**src/rtl/control_sequencer_pkg.sv**
```systemverilog
// Shared constants for the control sequencer: inst_type codes, RV32I opcodes,
// branch fun3 encodings and the sequencer state enum.
package control_sequencer_pkg;

    localparam logic [3:0] IT_LOAD  = 4'd0;
    localparam logic [3:0] IT_IMM   = 4'd1;
    localparam logic [3:0] IT_STORE = 4'd2;
    localparam logic [3:0] IT_REG   = 4'd3;
    localparam logic [3:0] IT_LUI   = 4'd4;
    localparam logic [3:0] IT_AUIPC = 4'd5;
    localparam logic [3:0] IT_BRNCH = 4'd6;
    localparam logic [3:0] IT_JALR  = 4'd7;
    localparam logic [3:0] IT_JAL   = 4'd8;

    localparam logic [6:0] OP_LOAD  = 7'b0000011;
    localparam logic [6:0] OP_IMM   = 7'b0010011;
    localparam logic [6:0] OP_STORE = 7'b0100011;
    localparam logic [6:0] OP_REG   = 7'b0110011;
    localparam logic [6:0] OP_LUI   = 7'b0110111;
    localparam logic [6:0] OP_AUIPC = 7'b0010111;
    localparam logic [6:0] OP_BRNCH = 7'b1100011;
    localparam logic [6:0] OP_JALR  = 7'b1100111;
    localparam logic [6:0] OP_JAL   = 7'b1101111;

    localparam logic [2:0] F3_BEQ  = 3'b000;
    localparam logic [2:0] F3_BNE  = 3'b001;
    localparam logic [2:0] F3_BLT  = 3'b100;
    localparam logic [2:0] F3_BGE  = 3'b101;
    localparam logic [2:0] F3_BLTU = 3'b110;
    localparam logic [2:0] F3_BGEU = 3'b111;

    typedef enum logic [2:0] {
        S_FETCH  = 3'd0,
        S_WAIT   = 3'd1,
        S_DECODE = 3'd2,
        S_EXEC   = 3'd3,
        S_COMMIT = 3'd4,
        S_TRAP   = 3'd5
    } state_t;

endpackage

```
**src/rtl/control_sequencer_imm_gen.sv**
```systemverilog
// Combinational RV32I immediate generator, selecting the format from the
// already-decoded inst_type.
module imm_gen
    import control_sequencer_pkg::*;
(
    input  logic [31:0] instr_i,
    input  logic [3:0]  inst_type_i,
    output logic [31:0] imm_o
);

    // Format select; register-register ops carry no immediate.
    always_comb begin
        imm_o = 32'd0;
        case (inst_type_i)
            IT_LOAD, IT_IMM, IT_JALR:
                imm_o = {{20{instr_i[31]}}, instr_i[31:20]};
            IT_STORE:
                imm_o = {{20{instr_i[31]}}, instr_i[31:25], instr_i[11:7]};
            IT_BRNCH:
                imm_o = {{19{instr_i[31]}}, instr_i[31], instr_i[7],
                         instr_i[30:25], instr_i[11:8], 1'b0};
            IT_LUI, IT_AUIPC:
                imm_o = {instr_i[31:12], 12'd0};
            IT_JAL:
                imm_o = {{11{instr_i[31]}}, instr_i[31], instr_i[19:12],
                         instr_i[20], instr_i[30:21], 1'b0};
            default:
                imm_o = 32'd0;
        endcase
    end

endmodule

```
**src/rtl/control_sequencer.sv**
```systemverilog
// Multicycle RV32I fetch/decode sequencer that owns the PC and emits the control word.
// Optional retired-instruction counter: define CONTROL_SEQUENCER_INSTRET_EN.
module control_sequencer
    import control_sequencer_pkg::*;
#(
    parameter int          IMEM_AW     = 7,
    parameter logic [31:0] RESET_PC    = 32'h0000_0000,
    parameter int          EXEC_CYCLES = 3
) (
    input  logic               clk,
    input  logic               rst,
    output logic [IMEM_AW-1:0] imem_addr,
    input  logic [31:0]        imem_rd_dout,
    input  logic [31:0]        rs1_data,
    input  logic [31:0]        rs2_data,
    output logic [3:0]         inst_type,
    output logic [2:0]         fun3,
    output logic               fun7,
    output logic [4:0]         rd,
    output logic [4:0]         rs1,
    output logic [4:0]         rs2,
    output logic [31:0]        pc,
    output logic [31:0]        imm,
    output logic               ctrl_valid,
    output logic               halt,
    output logic [31:0]        instret
);

    localparam int CNT_W = (EXEC_CYCLES > 1) ? $clog2(EXEC_CYCLES) : 1;

    state_t             state_q;
    logic [31:0]        pc_q;
    logic [CNT_W-1:0]   cnt_q;
    logic [3:0]         type_q;
    logic [3:0]         inst_type_q;
    logic [2:0]         fun3_q;
    logic               fun7_q;
    logic [4:0]         rd_q;
    logic [4:0]         rs1_q;
    logic [4:0]         rs2_q;
    logic [31:0]        imm_q;
    logic [31:0]        op_a_q;
    logic [31:0]        op_b_q;
    logic               ctrl_valid_q;
    logic               halt_q;

    logic [3:0]         dec_type_s;
    logic               dec_legal_s;
    logic               dec_fun7_s;
    logic [31:0]        dec_imm_s;
    logic [31:0]        next_pc_d;
    logic               br_taken_s;
    logic               br_illegal_s;
    logic               commit_trap_s;

    // Opcode decode of the word returned by instruction memory.
    always_comb begin
        dec_type_s  = IT_BRNCH;
        dec_legal_s = 1'b1;
        case (imem_rd_dout[6:0])
            OP_LOAD:  dec_type_s = IT_LOAD;
            OP_IMM:   dec_type_s = IT_IMM;
            OP_STORE: dec_type_s = IT_STORE;
            OP_REG:   dec_type_s = IT_REG;
            OP_LUI:   dec_type_s = IT_LUI;
            OP_AUIPC: dec_type_s = IT_AUIPC;
            OP_BRNCH: dec_type_s = IT_BRNCH;
            OP_JALR:  dec_type_s = IT_JALR;
            OP_JAL:   dec_type_s = IT_JAL;
            default:  dec_legal_s = 1'b0;
        endcase
        if ((dec_type_s == IT_REG) ||
            ((dec_type_s == IT_IMM) && (imem_rd_dout[14:12] == 3'b101))) begin
            dec_fun7_s = imem_rd_dout[30];
        end else begin
            dec_fun7_s = 1'b0;
        end
    end

    imm_gen u_imm_gen (
        .instr_i     (imem_rd_dout),
        .inst_type_i (dec_type_s),
        .imm_o       (dec_imm_s)
    );

    // Next-PC resolution from the operands captured in the last EXEC clock.
    always_comb begin
        br_taken_s   = 1'b0;
        br_illegal_s = 1'b0;
        next_pc_d    = pc_q + 32'd4;
        case (type_q)
            IT_BRNCH: begin
                case (fun3_q)
                    F3_BEQ:  br_taken_s = (op_a_q == op_b_q);
                    F3_BNE:  br_taken_s = (op_a_q != op_b_q);
                    F3_BLT:  br_taken_s = ($signed(op_a_q) <  $signed(op_b_q));
                    F3_BGE:  br_taken_s = ($signed(op_a_q) >= $signed(op_b_q));
                    F3_BLTU: br_taken_s = (op_a_q <  op_b_q);
                    F3_BGEU: br_taken_s = (op_a_q >= op_b_q);
                    default: br_illegal_s = 1'b1;
                endcase
                if (br_taken_s) begin
                    next_pc_d = pc_q + imm_q;
                end else begin
                    next_pc_d = pc_q + 32'd4;
                end
            end
            IT_JAL:  next_pc_d = pc_q + imm_q;
            IT_JALR: next_pc_d = (op_a_q + imm_q) & ~32'd1;
            default: next_pc_d = pc_q + 32'd4;
        endcase
        commit_trap_s = br_illegal_s | next_pc_d[1];
    end

    // Sequencer FSM with registered control-word outputs.
    always_ff @(posedge clk or posedge rst) begin
        if (rst) begin
            state_q      <= S_FETCH;
            pc_q         <= RESET_PC;
            cnt_q        <= '0;
            type_q       <= IT_BRNCH;
            inst_type_q  <= IT_BRNCH;
            fun3_q       <= 3'd0;
            fun7_q       <= 1'b0;
            rd_q         <= 5'd0;
            rs1_q        <= 5'd0;
            rs2_q        <= 5'd0;
            imm_q        <= 32'd0;
            op_a_q       <= 32'd0;
            op_b_q       <= 32'd0;
            ctrl_valid_q <= 1'b0;
            halt_q       <= 1'b0;
        end else begin
            case (state_q)
                S_FETCH:  state_q <= S_WAIT;
                S_WAIT:   state_q <= S_DECODE;
                S_DECODE: begin
                    if (dec_legal_s) begin
                        type_q       <= dec_type_s;
                        inst_type_q  <= dec_type_s;
                        fun3_q       <= imem_rd_dout[14:12];
                        fun7_q       <= dec_fun7_s;
                        rd_q         <= imem_rd_dout[11:7];
                        rs1_q        <= imem_rd_dout[19:15];
                        rs2_q        <= imem_rd_dout[24:20];
                        imm_q        <= dec_imm_s;
                        cnt_q        <= CNT_W'(EXEC_CYCLES - 1);
                        ctrl_valid_q <= 1'b1;
                        state_q      <= S_EXEC;
                    end else begin
                        halt_q       <= 1'b1;
                        state_q      <= S_TRAP;
                    end
                end
                S_EXEC: begin
                    if (cnt_q == '0) begin
                        op_a_q       <= rs1_data;
                        op_b_q       <= rs2_data;
                        ctrl_valid_q <= 1'b0;
                        inst_type_q  <= IT_BRNCH;
                        state_q      <= S_COMMIT;
                    end else begin
                        cnt_q        <= cnt_q - CNT_W'(1);
                    end
                end
                S_COMMIT: begin
                    if (commit_trap_s) begin
                        halt_q  <= 1'b1;
                        state_q <= S_TRAP;
                    end else begin
                        pc_q    <= next_pc_d;
                        state_q <= S_FETCH;
                    end
                end
                S_TRAP:   state_q <= S_TRAP;
                default: begin
                    ctrl_valid_q <= 1'b0;
                    inst_type_q  <= IT_BRNCH;
                    halt_q       <= 1'b1;
                    state_q      <= S_TRAP;
                end
            endcase
        end
    end

`ifdef CONTROL_SEQUENCER_INSTRET_EN
    logic [31:0] instret_q;

    // Retired-instruction counter, stepped by every non-trapping commit.
    always_ff @(posedge clk or posedge rst) begin
        if (rst) begin
            instret_q <= 32'd0;
        end else if ((state_q == S_COMMIT) && !commit_trap_s) begin
            instret_q <= instret_q + 32'd1;
        end else begin
            instret_q <= instret_q;
        end
    end

    assign instret = instret_q;
`else
    assign instret = 32'd0;
`endif

    assign imem_addr  = pc_q[IMEM_AW+1:2];
    assign inst_type  = inst_type_q;
    assign fun3       = fun3_q;
    assign fun7       = fun7_q;
    assign rd         = rd_q;
    assign rs1        = rs1_q;
    assign rs2        = rs2_q;
    assign pc         = pc_q;
    assign imm        = imm_q;
    assign ctrl_valid = ctrl_valid_q;
    assign halt       = halt_q;

endmodule

```
**config.mk**
```make
export PLATFORM = sky130hd
export DESIGN_NAME = control_sequencer
export DESIGN_NICKNAME = d
export VERILOG_FILES = /design/src/rtl/control_sequencer_pkg.sv /design/src/rtl/control_sequencer_imm_gen.sv /design/src/rtl/control_sequencer.sv
export SDC_FILE = /design/constraint.sdc
export NUM_CORES = 1
export LEC_CHECK = 0
export ABC_AREA = 0
export CAP_MARGIN = 20
export CORE_MARGIN = 2
export CORE_UTILIZATION = 30
export DETAILED_ROUTE_END_ITERATION = 8
export PLACE_DENSITY_LB_ADDON = 0.12
export SETUP_SLACK_MARGIN = 0.1
export SLEW_MARGIN = 15
export SYNTH_ARGS = -nofsm -noshare
export SYNTH_HDL_FRONTEND = slang
export SYNTH_SLANG_ARGS = --single-unit
```
**constraint.sdc**
```tcl
create_clock -name clk -period 7.5 [get_ports clk]
set_input_delay 1.5 -clock clk [delete_from_list [all_inputs] [get_ports clk]]
set_output_delay 1.5 -clock clk [all_outputs]
set_load 0.01 [all_outputs]
```
# Yosys cells after proc, flatten, opt, wreduce, memory -nomap -nowiden
# Cells that the tools add are included.
# op_classes
add_sub_neg	4
mul	0
div	0
order_cmp	4
n_eq_ne	38
shift	0
muxes	26
bitwise	4
reduce_logical	19
# ops
op	n
$pmux W32 S5	1
$pmux W32 S3	1
$add A32 B32 Y32	2
$ge A32 B32 Y1	2
$lt A32 B32 Y1	2
$add A32 B3 Y32 const B	1
$eq A32 B32 Y1	1
$mux W32	1
$ne A32 B32 Y1	1
$pmux W4 S8	1
$eq A4 B3 Y1 const B	6
$eq A3 B3 Y1 const B	7
$eq A7 B6 Y1 const B	3
$eq A7 B7 Y1 const B	3
$pmux W3 S5	1
$eq A7 B5 Y1 const B	2
$pmux W4 S3	1
$ne A2 B2 Y1 const B	5
$mux W1	9
$mux W3	3
$reduce_and A3 Y1	3
$reduce_or A9 Y1	1
$eq A4 B2 Y1 const B	2
$eq A4 B4 Y1 const B	2
other kinds (23)	34
# totals
reg_bits	162
latchBits	0
mem_bits_rw	0
mem_bits_ro	0
inputBits	98
output_inout_bits	128
elab_cells	110
n_memories	0

# Longest topological paths before layout
# depth
depth_word	8
depth_mapped	15

# By module
# From an unflattened synthesis, not the netlist that was laid out.
# unflattened
cells_unflattened	1278
area_unflattened_um2	12051.6
# modules_own_cells
module	instances	cells_per_inst	area_per_inst_um2	seq_area_each_um2
control_sequencer	1	1196	11524.8	4058.9
imm_gen	1	82	526.8	0.0

# Least setup slack after synthesis
# No wires, ideal clock.
# synth_path
path_type	input to register
startpoint	in imem_rd_dout[2]
endpoint	reg imm_q[0], in the netlist imm[0]
setup_time_ps	83
arrival_ps	3650
t_required_ps	7417
path_slack_ps	3767
path_stages	13
path_cell_list	buf_2 -> nor2_1 -> a21oi_1 -> or3_1 -> a21oi_1 -> nor2b_1 -> buf_2 -> nor3b_1 -> nor2_1 -> nor2_1 -> a21oi_1 -> clkbuf_1 -> o21ai_0
# synth_between
elab_chain_cells	5
elab_cells_between_ends	24
# synth_rtl
element	line_no	source
start: declaration	control_sequencer.sv:13	input logic [31:0] imem_rd_dout,
$eq A7 B7 Y1, or another cell as far along	control_sequencer.sv:60	case (imem_rd_dout[6:0])
$pmux W4 S8	control_sequencer.sv:60	
$eq A4 B1 Y1, or another cell as far along	control_sequencer_imm_gen.sv:14	case (inst_type_i)
$reduce_or A3 Y1 / $reduce_or A2 Y1 (equally long branches)	control_sequencer_imm_gen.sv:14	
$pmux W32 S5	control_sequencer_imm_gen.sv:14	
end signal: assignment	control_sequencer.sv:146	imm_q <= dec_imm_s;
end: declaration	control_sequencer.sv:41	logic [31:0] imm_q;
# Parallel ways exist; a longest one is shown, timed or not.
# A chain may end at the register's enable or synchronous reset.

# Final worst setup path
# layout_path
startpoint	in imem_rd_dout[4]
endpoint	reg imm_q[11], in the netlist imm[11]
# Same word-level chain as after synthesis.

==> results.cfg <==
[finish]
design_area_mm2 = 0.0147
layout.nets = 1705
syn2layout_area_growth_pct = 23.9
diodes = 0
drive_gt1_share_pct = 8.86

[clocking]
post_cts_buffers = 0
cts_max_level = 4
cts.reportedPaths.clkPinSlew_ps = 70
clock-root-buffer = clkbuf_16
cts_resized = 0
clk_latency_ps = 450
clock_path_buffers = 2
cts_tree = yes
cts.sinks = 162
cts_buffers = 17
cts_hold_repair.buffers = 0

[route]
num_vias = 10701
drc_errors = 0
via_per_inst = 5.24
postRouteAntennaNets = 0
wl_per_cell_um = 19.9
drt_iter0_drc = 803
dr.pass1.iters = 6
routed_wl_um = 40700

[placed_design]
portBuffers = 193
place_congestion = 0.876
place_area_mm2 = 0.0141
dp_hpwl_um = 32500

[global_routing]
grt_use_met1_pct = 29.0
grt_use_met3_pct = 3.61
use_met2_pct = 29.8
antenna_found_initial = 0
grt_pass1_vias = 10471
top_usage_layer = met2
grtUsageTotal_pct = 20.0
grt.overflow.total = 0
grt_pass1_wl_um = 62800
grt_max_degree = 65

[sta]
max_freq_mhz = 222
final.setup.tns_ps = 0
finalCritPeriodShare_pct = 60.2
grt_setup_unrepaired = false
setup_viol = 0
fin_skew_ps = 9.45
fin_crit_ps = 4510
relSlewSlack_pct = 28.3
worst_pin_slew_ps = 1070
final_max_slew_viol_count = 0
final_hold_viol_count = 0

[setup_path]
cp_slowest_cell = nand2_2
cpMostUsedCell = a21oi_1
critPathMaxStageDelay_ps = 770
cp.required_ps = 7800
arrival_ps = 4810
path_delay_family = simple AND/OR/NAND/NOR gates
cp-end-kind = flip-flop
worstPathCellList = clkdlybuf4s50_1 -> nand2b_1 -> a21oi_1 -> o21bai_1 -> a21oi_1 -> and2_1 -> nand2_2 -> nor2_1 -> a21oi_1 -> o21ai_0
crit_fanout = 54
path_buf_inv = 1
r2r_setup_slack_ps = 3350
crit_path_start_kind = input pin
critPathKind = input pin to flip-flop

[logic_synthesis]
synth_edf_count = 0
async_flop_share_pct = 100
synth_area_mm2 = 0.0118
ys.warnings.count = 0
synth_ff_type = dfrtp_1
synth_seq_cells = 162
avgSynthCellArea_um2 = 8.79
synth-seq-area-share_pct = 34.3
synth_cells = 1347
synth_cell_types = 84

[die]
pin_count = 226
rows = 72
die_x_um = 203
core_mm2 = 0.0388
fp.dieH_um = 203
initial_core_util_pct = 30.5
die_area_mm2 = 0.0411

[outcome]
status = complete, no violations

[power_and_ir_drop]
power_density_mw_per_mm2 = 396
leakage_nw = 6.53
ir_worst_vdd_mv = 0.197

[run]
maxCapViolCount = 0

[hold_path]
hp-class = flip-flop to flip-flop
final cells by class:
| type | instances | area (µm²) |
|---|---|---|
| clock inverter | 14 | 130 |
| sequential | 162 | 4060 |
| timing repair buffer | 201 | 1990 |
| clock buffer | 18 | 439 |
| inverter | 66 | 253 |
| fill | 4033 | 24200 |
| multi-input combinational | 1062 | 7150 |
| tap | 518 | 648 |
report_power, final:
part           switching [mW]  total, mW  internal (mW)  leakage, nW
logic                    1.73       3.17           1.44         4.20
registers               0.526       1.75           1.22         2.05
clock network           0.409      0.880          0.471        0.283
worst paths after layout:
kind	end	start	cells after the start
setup reg to reg	pc[28]	imm[0]	12
hold / removal	rd[0]	rd[0]	2
hold reg to reg	rd[0]	rd[0]	2
max in group asynchronous	pc[14]	rst	3
setup / recovery	imm[11]	imem_rd_dout[4]	10
min in group asynchronous	op_b_q[2]	rst	2
state kept, by name, summed over array words and instances, names as in the netlist, 3 cells and up:
register and count:
rs2 5, rs1 5, pc 32, fun3 3, type_q 4, imm 32
op_b_q 32, state_q 3, rd 5, op_a_q 32, inst_type 4
layer usage:
layer  wire length [µm]  part of all wire, %  vias up
met1              20000                   49     5141
met3               2240                  5.5       53
li1                   -                    -     5170
met2              17400                   43      337
met5                  0                    0        -
met4               1070                  2.6        0
cells by family (layout without fill, tap and decap cells):
logic type / after synthesis / after routing / share of synthesized area, %
buf+inv: 154 / 299 / 6.44
mux: 71 / 71 / 6.78
fa+ha+maj: 97 / 97 / 10.4
flops: 162 / 162 / 34.3
simple gates: 439 / 439 / 17.6
other cells: 1 / 32 / 0.0317
xor+xnor: 58 / 58 / 4.29
compound gates: 365 / 365 / 20.2
synthesized netlist by cell type (all sizes together), types with 16 or more instances:
library cell	instances	share of area [%]
a21o	33	2.1
xnor2	34	2.5
clkbuf	35	1.1
o22ai	16	0.85
o21ai	82	3.5
inv	66	2.1
mux2	64	6.1
dfrtp	158	33
a211oi	16	1.0
xor2	24	1.8
buf	53	3.2
nand2	174	5.5
nand3	52	2.2
nand4	19	1.1
a221oi	20	1.5
nor3	26	1.1
nor2	78	2.5
a21oi	105	4.5
ha	95	10
stage by stage:
| step | hold slack [ps] | setup slack, ps | util [%] | power, mW | instances |
|---|---|---|---|---|---|
| 4_1_cts | 486 | 3040 | 37.8 | 5.82 | 2041 |
| 2_1_floorplan | 479 | 1630 | - | 3.71 | 1378 |
| 3_3_place_gp | 460 | 2670 | 36.3 | 4.90 | 2009 |
| 3_5_place_dp | 471 | 2570 | 36.3 | 4.92 | 2009 |
| 6_report | 483 | 2990 | 37.8 | 5.80 | 2041 |
| 5_1_grt | 513 | 2640 | 37.8 | 6.28 | 2041 |
placed cells by master, fill, tap and decap left out, drive strengths merged, types with 9 or more instances in the layout:
| master | n |
|---|---|
| a211oi | 16 |
| a21o | 33 |
| a21oi | 105 |
| a221oi | 20 |
| clkbuf | 18 |
| clkdlybuf4s50 | 193 |
| conb | 32 |
| dfrtp | 158 |
| ha | 95 |
| inv | 70 |
| mux2 | 64 |
| nand2 | 174 |
| nand2b | 10 |
| nand3 | 52 |
| nand4 | 19 |
| nor2 | 78 |
| nor2b | 9 |
| nor3 | 26 |
| nor4 | 10 |
| o211ai | 9 |
| o21ai | 82 |
| o22ai | 16 |
| or2 | 10 |
| or3 | 10 |
| xnor2 | 34 |
| xor2 | 24 |
tightest hold or removal path: cells and delay by family, from the launching register on:
kind             cells  cell delay [ps]
flip-flops           1              340
AND/OR/NAND/NOR      2              110
No activity file was read; power rests on OpenSTA's default activity.
